## src/rtl/fir_out_if.sv

```systemverilog
// FIR output stage bus: chain-tail input, consumer handshake, status flags.
// Optional sat_count member is present when FIR_OUT_SAT_CNT_EN is defined.
interface fir_out_if #(
    parameter int IN_W       = 13,
    parameter int OUT_W      = 12,
    parameter int FIFO_DEPTH = 8
);
    localparam int LW = $clog2(FIFO_DEPTH) + 1;

    logic                    in_valid;
    logic signed [IN_W-1:0]  acc_in;
    logic signed [OUT_W-1:0] out_data;
    logic                    out_valid;
    logic                    out_ready;
    logic                    sat_flag;
    logic                    ovf_flag;
    logic                    flag_clr;
    logic [LW-1:0]           fifo_level;
`ifdef FIR_OUT_SAT_CNT_EN
    logic [15:0]             sat_count;

    modport master (
        output in_valid, acc_in, out_ready, flag_clr,
        input  out_data, out_valid, sat_flag, ovf_flag, fifo_level, sat_count
    );
    modport slave (
        input  in_valid, acc_in, out_ready, flag_clr,
        output out_data, out_valid, sat_flag, ovf_flag, fifo_level, sat_count
    );
`else
    modport master (
        output in_valid, acc_in, out_ready, flag_clr,
        input  out_data, out_valid, sat_flag, ovf_flag, fifo_level
    );
    modport slave (
        input  in_valid, acc_in, out_ready, flag_clr,
        output out_data, out_valid, sat_flag, ovf_flag, fifo_level
    );
`endif
endinterface

```

## src/rtl/fir_out_stage.sv

```systemverilog
// FIR output stage: valid alignment, round/shift/saturate, FWFT output FIFO.
// Define FIR_OUT_SAT_CNT_EN to add the 16-bit saturating sat_count output.
module fir_out_stage #(
    parameter int IN_W       = 13,
    parameter int OUT_W      = 12,
    parameter int FRAC_SHIFT = 1,
    parameter int LATENCY    = 4,
    parameter int FIFO_DEPTH = 8
) (
    input logic     clock,
    input logic     reset,
    fir_out_if.slave bus
);
    localparam int AW = $clog2(FIFO_DEPTH);
    localparam int LW = AW + 1;
    localparam int RS = (FRAC_SHIFT > 0) ? FRAC_SHIFT - 1 : 0;
    localparam logic signed [IN_W:0] RND  =
        (FRAC_SHIFT > 0) ? (IN_W+1)'(1 << RS) : '0;
    localparam logic signed [IN_W:0] MAXV = (IN_W+1)'((1 << (OUT_W-1)) - 1);
    localparam logic signed [IN_W:0] MINV = (IN_W+1)'(-(1 << (OUT_W-1)));

    logic [LATENCY-1:0]      r_vpipe;
    logic                    w_vd;
    logic signed [IN_W:0]    w_t;
    logic signed [IN_W:0]    w_r;
    logic                    w_hi;
    logic                    w_lo;
    logic [OUT_W-1:0]        w_res;
    logic [OUT_W-1:0]        r_data;
    logic                    r_wr;
    logic [OUT_W-1:0]        r_mem [FIFO_DEPTH];
    logic [AW-1:0]           r_wptr;
    logic [AW-1:0]           r_rptr;
    logic [LW-1:0]           r_level;
    logic                    r_sat;
    logic                    r_ovf;
    logic                    w_valid;
    logic                    w_full;
    logic                    w_rd;
    logic                    w_wr_ok;
    logic                    w_drop;
    logic                    w_sat_ev;

    generate
        if (LATENCY == 1) begin : g_pipe1
            always_ff @(posedge clock or negedge reset) begin
                if (!reset) r_vpipe <= '0;
                else        r_vpipe <= bus.in_valid;
            end
        end else begin : g_pipen
            always_ff @(posedge clock or negedge reset) begin
                if (!reset) r_vpipe <= '0;
                else        r_vpipe <= {r_vpipe[LATENCY-2:0], bus.in_valid};
            end
        end
    endgenerate

    assign w_vd = r_vpipe[LATENCY-1];

    // Sign-extend one bit so the rounding add cannot wrap.
    always_comb begin
        w_t   = {bus.acc_in[IN_W-1], bus.acc_in} + RND;
        w_r   = w_t >>> FRAC_SHIFT;
        w_hi  = w_r > MAXV;
        w_lo  = w_r < MINV;
        w_res = w_r[OUT_W-1:0];
        if (w_hi)      w_res = {1'b0, {(OUT_W-1){1'b1}}};
        else if (w_lo) w_res = {1'b1, {(OUT_W-1){1'b0}}};
    end

    assign w_sat_ev = w_vd & (w_hi | w_lo);

    always_ff @(posedge clock or negedge reset) begin
        if (!reset) begin
            r_wr   <= 1'b0;
            r_data <= '0;
        end else begin
            r_wr <= w_vd;
            if (w_vd) r_data <= w_res;
        end
    end

    assign w_valid = (r_level != '0);
    assign w_full  = (r_level == LW'(FIFO_DEPTH));
    assign w_rd    = w_valid & bus.out_ready;
    assign w_wr_ok = r_wr & (~w_full | w_rd);
    assign w_drop  = r_wr & w_full & ~w_rd;

    always_ff @(posedge clock) begin
        if (w_wr_ok) r_mem[r_wptr] <= r_data;
    end

    always_ff @(posedge clock or negedge reset) begin
        if (!reset) begin
            r_wptr  <= '0;
            r_rptr  <= '0;
            r_level <= '0;
        end else begin
            if (w_wr_ok) r_wptr <= r_wptr + AW'(1);
            if (w_rd)    r_rptr <= r_rptr + AW'(1);
            if (w_wr_ok && !w_rd)      r_level <= r_level + LW'(1);
            else if (!w_wr_ok && w_rd) r_level <= r_level - LW'(1);
        end
    end

    // Set beats clear when both land in the same cycle.
    always_ff @(posedge clock or negedge reset) begin
        if (!reset) begin
            r_sat <= 1'b0;
            r_ovf <= 1'b0;
        end else begin
            if (w_sat_ev)          r_sat <= 1'b1;
            else if (bus.flag_clr) r_sat <= 1'b0;
            if (w_drop)            r_ovf <= 1'b1;
            else if (bus.flag_clr) r_ovf <= 1'b0;
        end
    end

`ifdef FIR_OUT_SAT_CNT_EN
    logic [15:0] r_cnt;

    always_ff @(posedge clock or negedge reset) begin
        if (!reset) begin
            r_cnt <= '0;
        end else if (bus.flag_clr) begin
            r_cnt <= {15'd0, w_sat_ev};
        end else if (w_sat_ev && r_cnt != 16'hFFFF) begin
            r_cnt <= r_cnt + 16'd1;
        end
    end

    assign bus.sat_count = r_cnt;
`endif

    assign bus.out_data   = w_valid ? r_mem[r_rptr] : '0;
    assign bus.out_valid  = w_valid;
    assign bus.fifo_level = r_level;
    assign bus.sat_flag   = r_sat;
    assign bus.ovf_flag   = r_ovf;
endmodule

```

## src/flat_wrapper.sv

```systemverilog
// flat-port wrapper written by rule: the top's interface ports become plain ports
module fir_out_stage_flat 
#(
    parameter int IN_W       = 13,
    parameter int OUT_W      = 12,
    parameter int FRAC_SHIFT = 1,
    parameter int LATENCY    = 4,
    parameter int FIFO_DEPTH = 8
)
  (clock, reset, bus_in_valid, bus_acc_in, bus_out_ready, bus_flag_clr, bus_out_data, bus_out_valid, bus_sat_flag, bus_ovf_flag, bus_fifo_level);
  fir_out_if #(.IN_W(IN_W), .OUT_W(OUT_W), .FIFO_DEPTH(FIFO_DEPTH)) bus_i ();
  input logic clock;
  input logic reset;
  input wire logic [$bits(bus_i.in_valid)-1:0] bus_in_valid;
  input wire logic [$bits(bus_i.acc_in)-1:0] bus_acc_in;
  input wire logic [$bits(bus_i.out_ready)-1:0] bus_out_ready;
  input wire logic [$bits(bus_i.flag_clr)-1:0] bus_flag_clr;
  output wire logic [$bits(bus_i.out_data)-1:0] bus_out_data;
  output wire logic [$bits(bus_i.out_valid)-1:0] bus_out_valid;
  output wire logic [$bits(bus_i.sat_flag)-1:0] bus_sat_flag;
  output wire logic [$bits(bus_i.ovf_flag)-1:0] bus_ovf_flag;
  output wire logic [$bits(bus_i.fifo_level)-1:0] bus_fifo_level;
  assign bus_i.in_valid = bus_in_valid;
  assign bus_i.acc_in = bus_acc_in;
  assign bus_i.out_ready = bus_out_ready;
  assign bus_i.flag_clr = bus_flag_clr;
  assign bus_out_data = bus_i.out_data;
  assign bus_out_valid = bus_i.out_valid;
  assign bus_sat_flag = bus_i.sat_flag;
  assign bus_ovf_flag = bus_i.ovf_flag;
  assign bus_fifo_level = bus_i.fifo_level;
  fir_out_stage #(.IN_W(IN_W), .OUT_W(OUT_W), .FRAC_SHIFT(FRAC_SHIFT), .LATENCY(LATENCY), .FIFO_DEPTH(FIFO_DEPTH)) u_core (.clock(clock), .reset(reset), .bus(bus_i));
endmodule
```

## config.mk

```make
export PLATFORM = sky130hd
export DESIGN_NAME = fir_out_stage_flat
export DESIGN_NICKNAME = d
export VERILOG_FILES = /design/src/rtl/fir_out_if.sv /design/src/rtl/fir_out_stage.sv /design/src/flat_wrapper.sv
export SDC_FILE = /design/constraint.sdc
export NUM_CORES = 1
export LEC_CHECK = 0
export BUFFER_PORTS_ARGS = -buffer_cell sky130_fd_sc_hd__buf_2
export CAP_MARGIN = 20
export CORE_ASPECT_RATIO = 1.25
export CORE_MARGIN = 3
export CORE_UTILIZATION = 55
export DETAILED_ROUTE_END_ITERATION = 16
export PLACE_DENSITY = 0.84
export RECOVER_POWER = 50
export SETUP_SLACK_MARGIN = 0.2
export SLEW_MARGIN = 20
export SYNTH_ARGS = -nofsm -noshare
export SYNTH_HDL_FRONTEND = slang
export SYNTH_SLANG_ARGS = --single-unit
```

## constraint.sdc

```tcl
create_clock -name clock -period 5.3 [get_ports clock]
set_input_delay 0.795 -clock clock [delete_from_list [all_inputs] [get_ports clock]]
set_output_delay 0.795 -clock clock [all_outputs]
set_load 0.02 [all_outputs]
```

== Yosys cells after proc, flatten, opt, wreduce, memory -nomap -nowiden ==
Memories as Yosys holds them, arrays and structs flattened.
Index checks and enable logic that the tools add are counted.
Cells by class
  equal/unequal tests: 1
  bitwise operators: 9
  $add $sub $neg: 5
  shift-type cells: 0
  $lt $le $gt $ge: 2
  multipliers: 0
  muxes and demuxes: 10
  reductions and logical operators: 8
  divide/modulo/power cells: 0
Operators with widths (number)
  two-way mux 12 bit: 3
  adder 13 x 2 -> 14 bit (second input constant): 1
  > comparator 13 x 12 -> 1 bit (second input constant): 1
  < comparator 13 x 12 -> 1 bit (second input constant): 1
  two-way mux 4 bit: 2
  adder 3 x 1 -> 3 bit (second input constant): 2
  nonzero test 2 bit: 3
  bitwise AND 1 bit: 5
  two-way mux 1 bit: 5
  adder 4 x 1 -> 4 bit (second input constant): 1
  == test 4 bit (second input constant): 1
  nonzero test 4 bit: 1
  subtractor 4 x 1 -> 4 bit (second input constant): 1
  logical AND 1 bit: 2
  zero test 1 bit: 2
  NOT 1 bit: 2
  bitwise OR 1 bit: 2
Word-level totals
  memories: 1
  word-level logic and storage cells: 44
  output and inout bits: 19
  bits of input ports: 18
  latch bits: 0
  RAM bits: 96
  memory bits (read-only): 0
  bits in registers: 29
Memory list
  u_core.r_mem: depth 8, width 12, rd ports 1, clocked after memory_dff 0, wr ports 1, RTL line fir_out_stage.sv:31  | logic [OUT_W-1:0] r_mem [FIFO_DEPTH];

== Longest topological paths before layout ==
  depth after elaboration: 8
  depth in mapped cells: 12
  depth with buffers taken out: 11

== Worst setup path before layout ==
Ideal clock, no wire load.
  kind: input to register
  from: in bus_out_ready
  to: reg u_core.r_level[3], in the netlist u_core.bus.fifo_level[3]
  stages: 11
  data arrival time: 2408 ps
  data required time: 5165 ps
  setup time: 135 ps
  buffers on the path: 1
  path slack: 2757 ps
  cells stage by stage: nand3b_1 > and2_1 > buf_6 > ha_1 > inv_1 > ha_1 > a21o_1 > a21oi_1 > xnor2_1 > nor2_1 > xor2_1
Between the ends
  cells in the longest elaborated chain, start to end: 6
RTL lines
  start, declared: RTL line flat_wrapper.sv:16  | input wire logic [$bits(bus_i.out_ready)-1:0] bus_out_ready;
  bitwise AND 1 bit (*): RTL line fir_out_stage.sv:85  | assign w_rd = w_valid & bus.out_ready;
  bitwise OR 1 bit (*): RTL line fir_out_stage.sv:86  | assign w_wr_ok = r_wr & (~w_full | w_rd);
  bitwise AND 1 bit (*): RTL line fir_out_stage.sv:86
  named net u_core.w_wr_ok: RTL line fir_out_stage.sv:40  | logic w_wr_ok;
  zero test 1 bit: RTL line fir_out_stage.sv:102  | else if (!w_wr_ok && w_rd) r_level <= r_level - LW'(1);
  logical AND 1 bit: RTL line fir_out_stage.sv:102
  nonzero test 2 bit (no source line)
  end signal, assigned: RTL line fir_out_stage.sv:101  | if (w_wr_ok && !w_rd) r_level <= r_level + LW'(1);
  end signal, assigned: RTL line fir_out_stage.sv:102
  end, declared: RTL line fir_out_stage.sv:34  | logic [LW-1:0] r_level;
Mark *: on every way through the listed nets, which the timed path passes. The rest lies on a longest branch.
A chain may end at the register's enable or synchronous reset.

== Final worst setup path ==
  from: reg u_core.r_rptr[0]
  to: out bus_out_data[11]
Between the ends
  cells in the longest elaborated chain, start to end: 2
RTL lines
  start, declared: RTL line fir_out_stage.sv:33  | logic [AW-1:0] r_rptr;
  start signal, assigned: RTL line fir_out_stage.sv:100  | if (w_rd) r_rptr <= r_rptr + AW'(1);
  memory (8 x 12 bit)
  two-way mux 12 bit: RTL line fir_out_stage.sv:135  | assign bus.out_data = w_valid ? r_mem[r_rptr] : '0;
  end, declared: RTL line flat_wrapper.sv:18  | output wire logic [$bits(bus_i.out_data)-1:0] bus_out_data;
Every way passes these cells.

==> out/metrics.yaml <==
yosys:
  yosysSeqAreaShare_pct: 69.4
  post_synth_inst_count: 296
  synth_warnings: 0
  synthArstFlopShare_pct: 23.2
  ys_ff_latch: 125
  syn_area_sq_um: 5200
  synth_edf_count: 96
  synth_top_flop_cell: "edfxtp_1"
  syn_area_per_cell_sq_um: 17.6
  synth_cell_types: 45
  syn-num-nets: 321
hold_path:
  hp-start: "u_core.r_vpipe[0]"
  min_path_type: "reg -> reg"
  hold-path-cell-count: 0
  hold_path_end: "u_core.r_vpipe[1]"
place:
  pre_cts_slack_ns: 2.23
  io_buffers: 36
  place.gp.congestion: 0.723
  hpwl_mm: 5.92
  dp.cells: 451
  place_area_sq_um: 5500
sta:
  hold_viol: 0
  slew_viol_final: 30
  fmax_ghz: 0.288
  slew_headroom_pct: -3.58
  fin_crit_ns: 3.48
  finalWorstSetupSlack_ns: 1.82
  report.final.setup_viol: 0
  rsz0062_at_grt: "no"
  skew_ns: 0.00923
  tns_ns: 0
  timing.final.crit_share_pct: 65.6
  max_slew.worst_pin.slew_ns: 1.55
setup_path:
  startpoint_type: "flop"
  cpLargestDelayFamily: "flip-flops"
  reg2regPathDepth: 11
  worstSetupEndpointType: "output port"
  path_max_fanout: 15
  arrival_ns: 2.68
  critPathSlowestCell: "dfrtp_1"
  cp_cell_sequence: "buf_4, mux4_1, mux2i_1, nor2_1, buf_2"
  reg2reg_from: "u_core.bus.fifo_level[0]"
  worstPathRequired_ns: 4.51
  rrSetupSlack_ns: 2.26
  critPathMaxStageDelay_ns: 0.91
  setup.worst_path.start: "u_core.r_rptr[0]"
  r2r_end: "u_core.bus.fifo_level[3]"
  cp_num_buf_inv: 2
  path_class: "reg -> out"
cts:
  clk_pin_slew_ns: 0.05
  clk_latency_ns: 0.41
  clock-root-buffer: "clkbuf_16"
  h-tree-depth: 4
  cts_hold_buf: 0
  cts_resized: 0
  cts_buffers: 17
  cts_setup_buffers: 0
  cts_tree: "yes"
  cts.sinks: 125
  cts_buffer_depth: 2
outcome:
  status: "finished, violations left"
  violations: "max-capacitance violations, max-slew violations"
pwr:
  internal_power_w: 0.00242
  p_switching_w: 0.00107
  seqPwrFrac_pct: 41.4
  power_density_nw_per_um2: 573
  switching_share_pct: 30.8
  clockPowerShare_pct: 32.8
  ir_drop_v: 0.000330
  pwr-share-comb_pct: 25.8
  total_leakage_power_nw: 2.21
cells_and_area:
  stdcell_area_sq_um: 6090
  finalNonFillerCells: 483
  drive_gt1_share_pct: 28.9
  num_antenna_cells: 0
  final_core_util_pct: 66.4
  fin_nets: 372
  syn2layout_area_growth_pct: 17.1
  fillers: 664
die:
  core_sq_um: 9170
  start_util_pct: 56.7
  row_count: 39
  die-area_sq_um: 10700
  io_pins: 37
  die_x_um: 93.0
  die_h_um: 115
global_route:
  grt_pass1_vias: 2778
  antenna_found_initial: 0
  grt_pass1_wl_mm: 15.5
  overflow: 0
  grt_start_max_net_pins: 30
  grt_use_total_pct: 20.2
routing:
  drt.antenna.violating_nets: 0
  drt_iter0_drc: 204
  dr.pass1.iters: 4
  routedWlPerCell_um: 20.4
  viasPerCell: 5.62
  drc_errors: 0
  vias: 2713
  drt-total-wl_mm: 9.86
run:
  max_cap_violations: 1
## kinds of logic after synthesis
group | after synthesis | share of synthesized area, %
and+or+nand+nor | 63 | 6.45
AOI/OAI and AO/OA | 24 | 3.27
buffers and inverters | 21 | 2.48
DFF | 125 | 69.4
xor gates and xnor gates | 17 | 2.86
muxes | 39 | 13.7
adders and majority gates | 7 | 1.83
## synth_stat cells (2+ instances only)
cell | n | share of area [%]
nand2_1 | 9 | 0.65
inv_1 | 7 | 0.51
xor2_1 | 8 | 1.3
o21ai_0 | 5 | 0.48
mux4_2 | 20 | 8.7
buf_6 | 2 | 0.43
buf_2 | 5 | 0.48
o22a_1 | 7 | 1.2
mux2_2 | 2 | 0.43
nand4_1 | 2 | 0.24
nor2_1 | 30 | 2.2
nand3_1 | 4 | 0.39
xnor2_1 | 9 | 1.5
a21oi_1 | 6 | 0.58
and2_1 | 2 | 0.24
nor3_1 | 3 | 0.29
edfxtp_1 | 96 | 55
ha_1 | 6 | 1.4
nand2b_1 | 3 | 0.36
mux4_1 | 4 | 2.0
dfrtp_1 | 29 | 14
clkbuf_1 | 3 | 0.22
mux2i_1 | 12 | 2.3
## area by class of cell
class	count	area (sq um)	share of cell area (%)
clock buffers	17	425	6.99
well taps	123	154	2.53
clock inverters	15	173	2.84
inverters	8	30.0	0.493
flip-flops and latches	125	3610	59.3
repair buffers	45	246	4.05
multi-input cells	150	1450	23.8
## power groups by stage
stage / Sequential, W / Clock, W / Combinational [W]
finish: 0.00144 / 0.00114 / 0.000901
global route: 0.00147 / 0.00120 / 0.000977
CTS: 0.00145 / 0.00116 / 0.000920
detailed placement: 0.00146 / 0 / 0.000906
global placement: 0.00144 / 0 / 0.000885
floorplan: 0.00135 / 0 / 0.000756
## worst max path at each step
stage | to | slack, ns | cells past startpoint
floorplan | u_core.bus.fifo_level[3] | 2.76 | 11
global placement | u_core.bus.fifo_level[3] | 2.24 | 11
global route | bus_out_data[11] | 1.57 | 5
CTS | bus_out_data[11] | 1.75 | 5
finish | bus_out_data[11] | 1.82 | 5
detailed placement | u_core.bus.fifo_level[3] | 2.23 | 11
## sequential cells by signal (all words and copies together), names as in the netlist
register and cells:
u_core.r_mem 96, u_core.r_data 12, u_core.bus.fifo_level 4, u_core.r_vpipe 4, u_core.r_rptr 3, u_core.r_wptr 3
u_core.bus.ovf_flag 1, u_core.bus.sat_flag 1, u_core.r_wr 1
## per-stage QoR
stage	hold WS, ns	total power, W
after global routing	0.366	0.00365
after global placement	0.335	0.00233
after CTS	0.365	0.00353
final	0.363	0.00349
after detailed placement	0.352	0.00236
after floorplan	0.331	0.00211
## layout by cell type (no fill, tap or decap), types with 8 or more instances in the layout
master / n
edfxtp_1: 96
xor2_1: 8
mux4_2: 20
nand2_1: 9
mux2i_1: 12
buf_4: 9
dfrtp_1: 29
xnor2_1: 9
nor2_1: 30
clkbuf_16: 17
buf_2: 35
## worst register-to-register path, cell delays in order, from the launching register on
cell and delay (ns):
dfrtp_1 0.48, nor4_4 0.78, inv_1 0.16, nand2_1 0.22
ha_1 0.22, inv_1 0.09, ha_1 0.28, a21o_1 0.17
a21oi_1 0.17, xnor2_1 0.14, nor2_1 0.07, xor2_1 0.14
## metal layers
metal  routed length (um)  up-vias  GRT usage [%]
met4                  106        0           6.06
met5                    0        -              0
li1                     -     1246              -
met1                 3740     1362           24.4
met2                 5410       96           35.6
met3                  600        9           5.46
(Power assumes the default switching activity.)
